--- src/rtl/cp0_if.sv ---
// cp0 bus: M-stage access/trap signals between the core and coprocessor 0.
// master = core side (drives requests), slave = cp0 (drives trap/read data).
interface cp0_if;
    logic        we;
    logic [4:0]  a1;
    logic [4:0]  a2;
    logic [31:0] din;
    logic [31:0] pc;
    logic        bd;
    logic [4:0]  exc_code_in;
    logic [31:0] badvaddr_in;
    logic [5:0]  hw_int;
    logic        eret;
    logic        req;
    logic [31:0] epc_out;
    logic [31:0] dout;
    logic [31:0] handler;

    modport master (
        output we, a1, a2, din, pc, bd, exc_code_in,
        output badvaddr_in, hw_int, eret,
        input  req, epc_out, dout, handler
    );

    modport slave (
        input  we, a1, a2, din, pc, bd, exc_code_in,
        input  badvaddr_in, hw_int, eret,
        output req, epc_out, dout, handler
    );
endinterface

--- src/rtl/cp0.sv ---
// cp0: interrupt/exception responder with SR/Cause/EPC/PRId (+BadVAddr).
// Ports: clk, reset (sync, active-high), bus (cp0_if.slave).
// Optional: define CP0_BADVADDR_EN to add BadVAddr (reg 8).
module cp0 #(
    parameter logic [31:0] HANDLER_ADDR = 32'h0000_4180,
    parameter logic [31:0] PRID_VALUE   = 32'h2020_0706
) (
    input logic clk,
    input logic reset,
    cp0_if.slave bus
);

    logic [5:0]  im_q;
    logic        exl_q;
    logic        ie_q;
    logic        bd_q;
    logic [5:0]  ip_q;
    logic [4:0]  exc_q;
    logic [31:0] epc_q;

    logic        int_req;
    logic        exc_req;
    logic        req;
    logic [31:0] pc_al;
    logic [31:0] epc_d;
    logic [4:0]  exc_d;
    logic [31:0] dout_d;

    assign int_req = (|(bus.hw_int & im_q)) & ie_q & ~exl_q;
    assign exc_req = (bus.exc_code_in != 5'd0) & ~exl_q;
    assign req     = int_req | exc_req;

    assign pc_al = {bus.pc[31:2], 2'b00};
    // Delay-slot traps restart at the branch, one word back.
    assign epc_d = bus.bd ? pc_al - 32'd4 : pc_al;
    assign exc_d = int_req ? 5'd0 : bus.exc_code_in;

`ifdef CP0_BADVADDR_EN
    logic [31:0] badv_q;
    logic        unused_ok;
    assign unused_ok = ^bus.pc[1:0];

    always_ff @(posedge clk) begin
        if (reset) begin
            badv_q <= '0;
        end else if (exc_req & ~int_req &
                     (bus.exc_code_in == 5'd4 ||
                      bus.exc_code_in == 5'd5)) begin
            badv_q <= bus.badvaddr_in;
        end
    end
`else
    logic unused_ok;
    assign unused_ok = ^{bus.pc[1:0], bus.badvaddr_in};
`endif

    always_ff @(posedge clk) begin
        if (reset) begin
            im_q  <= '0;
            exl_q <= 1'b0;
            ie_q  <= 1'b0;
            bd_q  <= 1'b0;
            ip_q  <= '0;
            exc_q <= '0;
            epc_q <= '0;
        end else begin
            ip_q <= bus.hw_int;
            if (req) begin
                exl_q <= 1'b1;
                bd_q  <= bus.bd;
                exc_q <= exc_d;
                epc_q <= epc_d;
            end else begin
                if (bus.eret) begin
                    exl_q <= 1'b0;
                end
                // An mtc0 to SR in the eret cycle wins over eret.
                if (bus.we) begin
                    case (bus.a2)
                        5'd12: begin
                            im_q  <= bus.din[15:10];
                            exl_q <= bus.din[1];
                            ie_q  <= bus.din[0];
                        end
                        5'd14: epc_q <= {bus.din[31:2], 2'b00};
                        default: ;
                    endcase
                end
            end
        end
    end

    always_comb begin
        dout_d = '0;
        case (bus.a1)
`ifdef CP0_BADVADDR_EN
            5'd8:  dout_d = badv_q;
`endif
            5'd12: dout_d = {16'h0, im_q, 8'h0, exl_q, ie_q};
            5'd13: dout_d = {bd_q, 15'h0, ip_q, 3'h0, exc_q, 2'h0};
            5'd14: dout_d = epc_q;
            5'd15: dout_d = PRID_VALUE;
            default: dout_d = '0;
        endcase
    end

    assign bus.req     = req;
    assign bus.epc_out = epc_q;
    assign bus.dout    = dout_d;
    assign bus.handler = HANDLER_ADDR;

endmodule

--- src/flat_wrapper.sv ---
// flat-port wrapper written by rule: the top's interface ports become plain ports
module cp0_flat 
#(
    parameter logic [31:0] HANDLER_ADDR = 32'h0000_4180,
    parameter logic [31:0] PRID_VALUE   = 32'h2020_0706
)
  (clk, reset, bus_we, bus_a1, bus_a2, bus_din, bus_pc, bus_bd, bus_exc_code_in, bus_badvaddr_in, bus_hw_int, bus_eret, bus_req, bus_epc_out, bus_dout, bus_handler);
  cp0_if bus_i ();
  input logic clk;
  input logic reset;
  input wire logic [$bits(bus_i.we)-1:0] bus_we;
  input wire logic [$bits(bus_i.a1)-1:0] bus_a1;
  input wire logic [$bits(bus_i.a2)-1:0] bus_a2;
  input wire logic [$bits(bus_i.din)-1:0] bus_din;
  input wire logic [$bits(bus_i.pc)-1:0] bus_pc;
  input wire logic [$bits(bus_i.bd)-1:0] bus_bd;
  input wire logic [$bits(bus_i.exc_code_in)-1:0] bus_exc_code_in;
  input wire logic [$bits(bus_i.badvaddr_in)-1:0] bus_badvaddr_in;
  input wire logic [$bits(bus_i.hw_int)-1:0] bus_hw_int;
  input wire logic [$bits(bus_i.eret)-1:0] bus_eret;
  output wire logic [$bits(bus_i.req)-1:0] bus_req;
  output wire logic [$bits(bus_i.epc_out)-1:0] bus_epc_out;
  output wire logic [$bits(bus_i.dout)-1:0] bus_dout;
  output wire logic [$bits(bus_i.handler)-1:0] bus_handler;
  assign bus_i.we = bus_we;
  assign bus_i.a1 = bus_a1;
  assign bus_i.a2 = bus_a2;
  assign bus_i.din = bus_din;
  assign bus_i.pc = bus_pc;
  assign bus_i.bd = bus_bd;
  assign bus_i.exc_code_in = bus_exc_code_in;
  assign bus_i.badvaddr_in = bus_badvaddr_in;
  assign bus_i.hw_int = bus_hw_int;
  assign bus_i.eret = bus_eret;
  assign bus_req = bus_i.req;
  assign bus_epc_out = bus_i.epc_out;
  assign bus_dout = bus_i.dout;
  assign bus_handler = bus_i.handler;
  cp0 #(.HANDLER_ADDR(HANDLER_ADDR), .PRID_VALUE(PRID_VALUE)) u_core (.clk(clk), .reset(reset), .bus(bus_i));
endmodule
--- config.mk ---
export PLATFORM = sky130hd
export DESIGN_NAME = cp0_flat
export DESIGN_NICKNAME = d
export VERILOG_FILES = /design/src/rtl/cp0_if.sv /design/src/rtl/cp0.sv /design/src/flat_wrapper.sv
export SDC_FILE = /design/constraint.sdc
export NUM_CORES = 1
export LEC_CHECK = 0
export BUFFER_PORTS_ARGS = -buffer_cell sky130_fd_sc_hd__buf_2
export CAP_MARGIN = 20
export CORE_MARGIN = 3
export CORE_UTILIZATION = 45
export DETAILED_ROUTE_END_ITERATION = 8
export PLACE_DENSITY = 0.81
export SYNTH_ARGS = -nofsm -noshare
export SYNTH_HDL_FRONTEND = slang
export SYNTH_SLANG_ARGS = --single-unit
--- constraint.sdc ---
create_clock -name clk -period 2.55 [get_ports clk]
set_clock_uncertainty 0.15 [all_clocks]
set_input_delay 0.1275 -clock clk [delete_from_list [all_inputs] [get_ports clk]]
set_output_delay 0.1275 -clock clk [all_outputs]
set_load 0.1 [all_outputs]
==> impl_table.tex <==
\begin{tabular}{lr}
\hline
Metric & Value \\
\hline
\multicolumn{2}{l}{\textbf{Timing}} \\
\quad Hold violation total from the final report & 0 \\
\quad Post-layout minimum cycle time & 2.472 ns \\
\quad Unrepaired setup endpoints after global routing & no \\
\quad Post-route fraction of the period consumed by the critical path & 0.9693 \\
\quad Fmax & 404.6 MHz \\
\quad Final setup fails & 0 \\
\quad Worst slew pin tran & 0.9256 ns \\
\quad Worst-case headroom to the max-slew limit & 0.3829 \\
\quad Total count of max-transition violations in the final report & 0 \\
\multicolumn{2}{l}{\textbf{Synth}} \\
\quad Post-synth top cells & 50 x sky130\_fd\_sc\_hd\_\_dfxtp\_1, 36 x sky130\_fd\_sc\_hd\_\_clkbuf\_1, 35 x sky130\_fd\_sc\_hd\_\_buf\_4, 31 x sky130\_fd\_sc\_hd\_\_nor2\_1, 31 x sky130\_fd\_sc\_hd\_\_nor4\_1 \\
\quad Number of cells produced by synthesis & 472 \\
\quad Prevailing post-synth register cell & sky130\_fd\_sc\_hd\_\_dfxtp\_1 \\
\quad Number of flops mapped to enable cells by yosys & 0 \\
\quad Post-Syn Area per Cell & 8.271 um\^{}2 \\
\quad Synth area leader & sky130\_fd\_sc\_hd\_\_dfxtp\_1 \\
\quad Post-synth ARST share & 0 \\
\quad Post-synthesis instance area & 3904 um\^{}2 \\
\quad Most frequently used cell type in the post-synthesis netlist & sky130\_fd\_sc\_hd\_\_dfxtp\_1 \\
\quad Synth top area cells & sky130\_fd\_sc\_hd\_\_dfxtp\_1 26\%, sky130\_fd\_sc\_hd\_\_buf\_4 6.7\%, sky130\_fd\_sc\_hd\_\_o31a\_1 5.6\% \\
\quad Post-synth top area share & 0.2564 \\
\quad YS warnings & 0 \\
\quad \#FFs+latches synth & 50 \\
\quad Fraction of the yosys area taken by sequential cells & 0.2564 \\
\quad Number of different library cells in the post-synthesis netlist & 56 \\
\multicolumn{2}{l}{\textbf{Clocking}} \\
\quad CTS tree & yes \\
\quad Buffers inserted by post-CTS timing repair & 0 \\
\quad Root Driver & sky130\_fd\_sc\_hd\_\_clkbuf\_8 \\
\quad Clock latency reported for the late side of the worst-skew pair & 0.31 ns \\
\quad Total CTS buffers & 5 \\
\quad Number of sinks driven by the clock tree & 50 \\
\quad Clock slew seen by the registers of the worst setup and hold paths & 0.10 ns \\
\quad Clock H-tree levels & 2 \\
\quad Maximum number of buffers from clock root to sink & 2 \\
\multicolumn{2}{l}{\textbf{GRT}} \\
\quad Pin count of the biggest net entering global routing & 58 \\
\quad Global-route total usage across every layer & 0.2666 \\
\quad Number of global-route vias before repair & 4,317 \\
\quad First-pass GRT wire length & 21.55 mm \\
\quad Antenna violations before repair & 0 \\
\quad Overflow left after global routing & 0 \\
\multicolumn{2}{l}{\textbf{Status}} \\
\quad Outcome & finished, final reports clean \\
\multicolumn{2}{l}{\textbf{Finish}} \\
\quad Proportion of layout cells with a drive suffix above 1 & 0.3365 \\
\quad Finished layout cell area & 5279 um\^{}2 \\
\quad Area growth from synthesis to layout & 35.22\% \\
\quad Final antenna diode count & 0 \\
\quad Post-route non-filler standard cell count & 738 \\
\quad Net total in the final layout & 755 \\
\quad Fill cells & 700 \\
\multicolumn{2}{l}{\textbf{Route}} \\
\quad Met3 WL & 1.124 mm \\
\quad Post-route DRC violation count & 0 \\
\quad Vias after detailed routing & 4,444 \\
\quad Average wire per standard cell & 18.18 um \\
\quad Met2 WL post-DR & 6.530 mm \\
\quad Detailed Route Iter0 Violations & 344 \\
\quad Total wire length after detailed routing & 13.42 mm \\
\quad Top sig layer & met4 \\
\quad Number of nets with antenna violations after detailed routing & 0 \\
\quad Detailed Routing Iterations Pass 1 & 6 \\
\quad Metal-1 WL & 5.305 mm \\
\quad Vias per std cell & 6.022 \\
\multicolumn{2}{l}{\textbf{Setup path}} \\
\quad Reg2Reg Setup Slack & 0.21 ns \\
\quad Critical path arrival & 2.19 ns \\
\quad Worst path required time & 2.27 ns \\
\quad Worst Path Class, Setup & flop to primary output \\
\quad Worst-path fanout max & 10 \\
\quad Setup crit end kind & primary output \\
\quad Type of element launching the critical path & flop \\
\multicolumn{2}{l}{\textbf{Power and ir drop}} \\
\quad Power per cell area & 474.5 nW/um\^{}2 \\
\quad Static leakage & 0.002088 uW \\
\quad VDD IR max & 272.0 uV \\
\multicolumn{2}{l}{\textbf{Die}} \\
\quad Die Height & 99.14 um \\
\quad Horizontal die dimension & 99.14 um \\
\quad Std-Cell Core Area & 8341 um\^{}2 \\
\quad Area enclosed by the die boundary & 9829 um\^{}2 \\
\quad Boundary pin count & 219 \\
\quad Site Rows & 33 \\
\quad Starting density of the core & 0.4680 \\
\multicolumn{2}{l}{\textbf{Place}} \\
\quad Area after detailed placement & 4893 um\^{}2 \\
\quad Final weighted congestion of routability-driven global placement & 0.9086 \\
\quad Number of input and output port buffers inserted & 150 \\
\quad Cell total after placement & 701 \\
\quad Post-DP HPWL & 10.04 mm \\
\multicolumn{2}{l}{\textbf{Hold path}} \\
\quad Worst min-delay path category & input pin to flop \\
\multicolumn{2}{l}{\textbf{Job}} \\
\quad Max\_cap viols & 0 \\
\hline
\end{tabular}
-- cells in the final DEF, fill, tap and decap left out, drive strengths merged, types with 12 or more instances in the layout --
master	Yosys	routed
nor4b	24	24
dlygate4sd3	0	29
a311oi	15	15
a21oi	14	14
a211oi	21	21
o31a	25	25
or4	13	13
dfxtp	50	50
and2	14	14
conb	2	34
buf	40	167
xor2	12	12
mux2i	19	19
nor2	32	32
o31ai	12	12
nand2b	15	15
nor4	34	34
-- cell families after synthesis --
kind of cell	Yosys count	synth area share
other	2	0.001924
buffers and inverters	83	0.1160
AOI/OAI and AO/OA	105	0.2080
xor gates and xnor gates	13	0.02917
and+or+nand+nor	199	0.3365
adders and majority gates	1	0.003205
DFF	50	0.2564
muxes	19	0.04872
-- metal layers --
metal,vias to the layer above,track usage
met5,-,0
met4,0,0.1187
met3,42,0.05470
met2,244,0.4540
met1,2094,0.3237
li1,2064,-
-- where the power goes --
part	internal (uW)	total [uW]	switching [uW]
clock network	194	472	278
logic	264	1140	874
registers	841	895	54.9
-- timing repair --
item / 4_1_cts / 5_1_grt
hold endpoints to repair: 29 / 0
setup endpoints to repair: 0 / 1
hold buffers: 29 / 0
resized for setup: 0 / 3
-- worst paths after layout --
kind                                startpoint                endpoint  cells past startpoint
worst max register to register  u_core.im_q[4]  u_core.bus.epc_out[29]                      6
worst min register to register  u_core.im_q[5]          u_core.im_q[5]                      2
worst max-delay path            u_core.im_q[4]                 bus_req                      5
worst min-delay path                bus_din[3]   u_core.bus.epc_out[3]                      3
-- layout make-up --
class	count	area, um^2	area share
Clock buffer	5	68.82	0.01304
Clock inverter	3	18.77	0.003555
Inverter	7	30.03	0.005689
Multi-Input combinational cell	371	2614	0.4951
Sequential cell	50	1002	0.1899
Tap cell	105	131.4	0.02489
Timing Repair Buffer	197	1414	0.2678
-- stage by stage --
| step | worst slack (ns) | util | power [uW] | TNS, ns | hold slack (ns) |
|---|---|---|---|---|---|
| 3_5_place_dp | 0.2539 | 0.5867 | 2000 | 0 | 0.2186 |
| 5_1_grt | 0.02383 | 0.6329 | 2601 | 0 | 0.04045 |
| 2_1_floorplan | -0.1143 | - | 1795 | -0.1143 | 0.1057 |
| 4_1_cts | 0.0006011 | 0.6320 | 2489 | 0 | 0.01973 |
| 6_report | 0.07816 | 0.6329 | 2505 | 0 | 0.02184 |
| 3_3_place_gp | 0.3248 | 0.5867 | 1980 | 0 | 0.2096 |
-- sequential cells by signal, summed over array words and instances, names as in the netlist --
register and count:
u_core.bus.epc_out 30, u_core.ip_q 6, u_core.exl_q 1, u_core.bd_q 1, u_core.im_q 6, u_core.exc_q 5, u_core.ie_q 1
-- critical path, cell delays in order, from the launching register on --
cell,delay (ns)
sky130_fd_sc_hd__dfxtp_1,0.33
sky130_fd_sc_hd__a22o_1,0.22
sky130_fd_sc_hd__o311a_1,0.41
sky130_fd_sc_hd__nor2_4,0.26
sky130_fd_sc_hd__clkinvlp_4,0.30
sky130_fd_sc_hd__clkbuf_4,0.35
(Power assumes the default switching activity.)
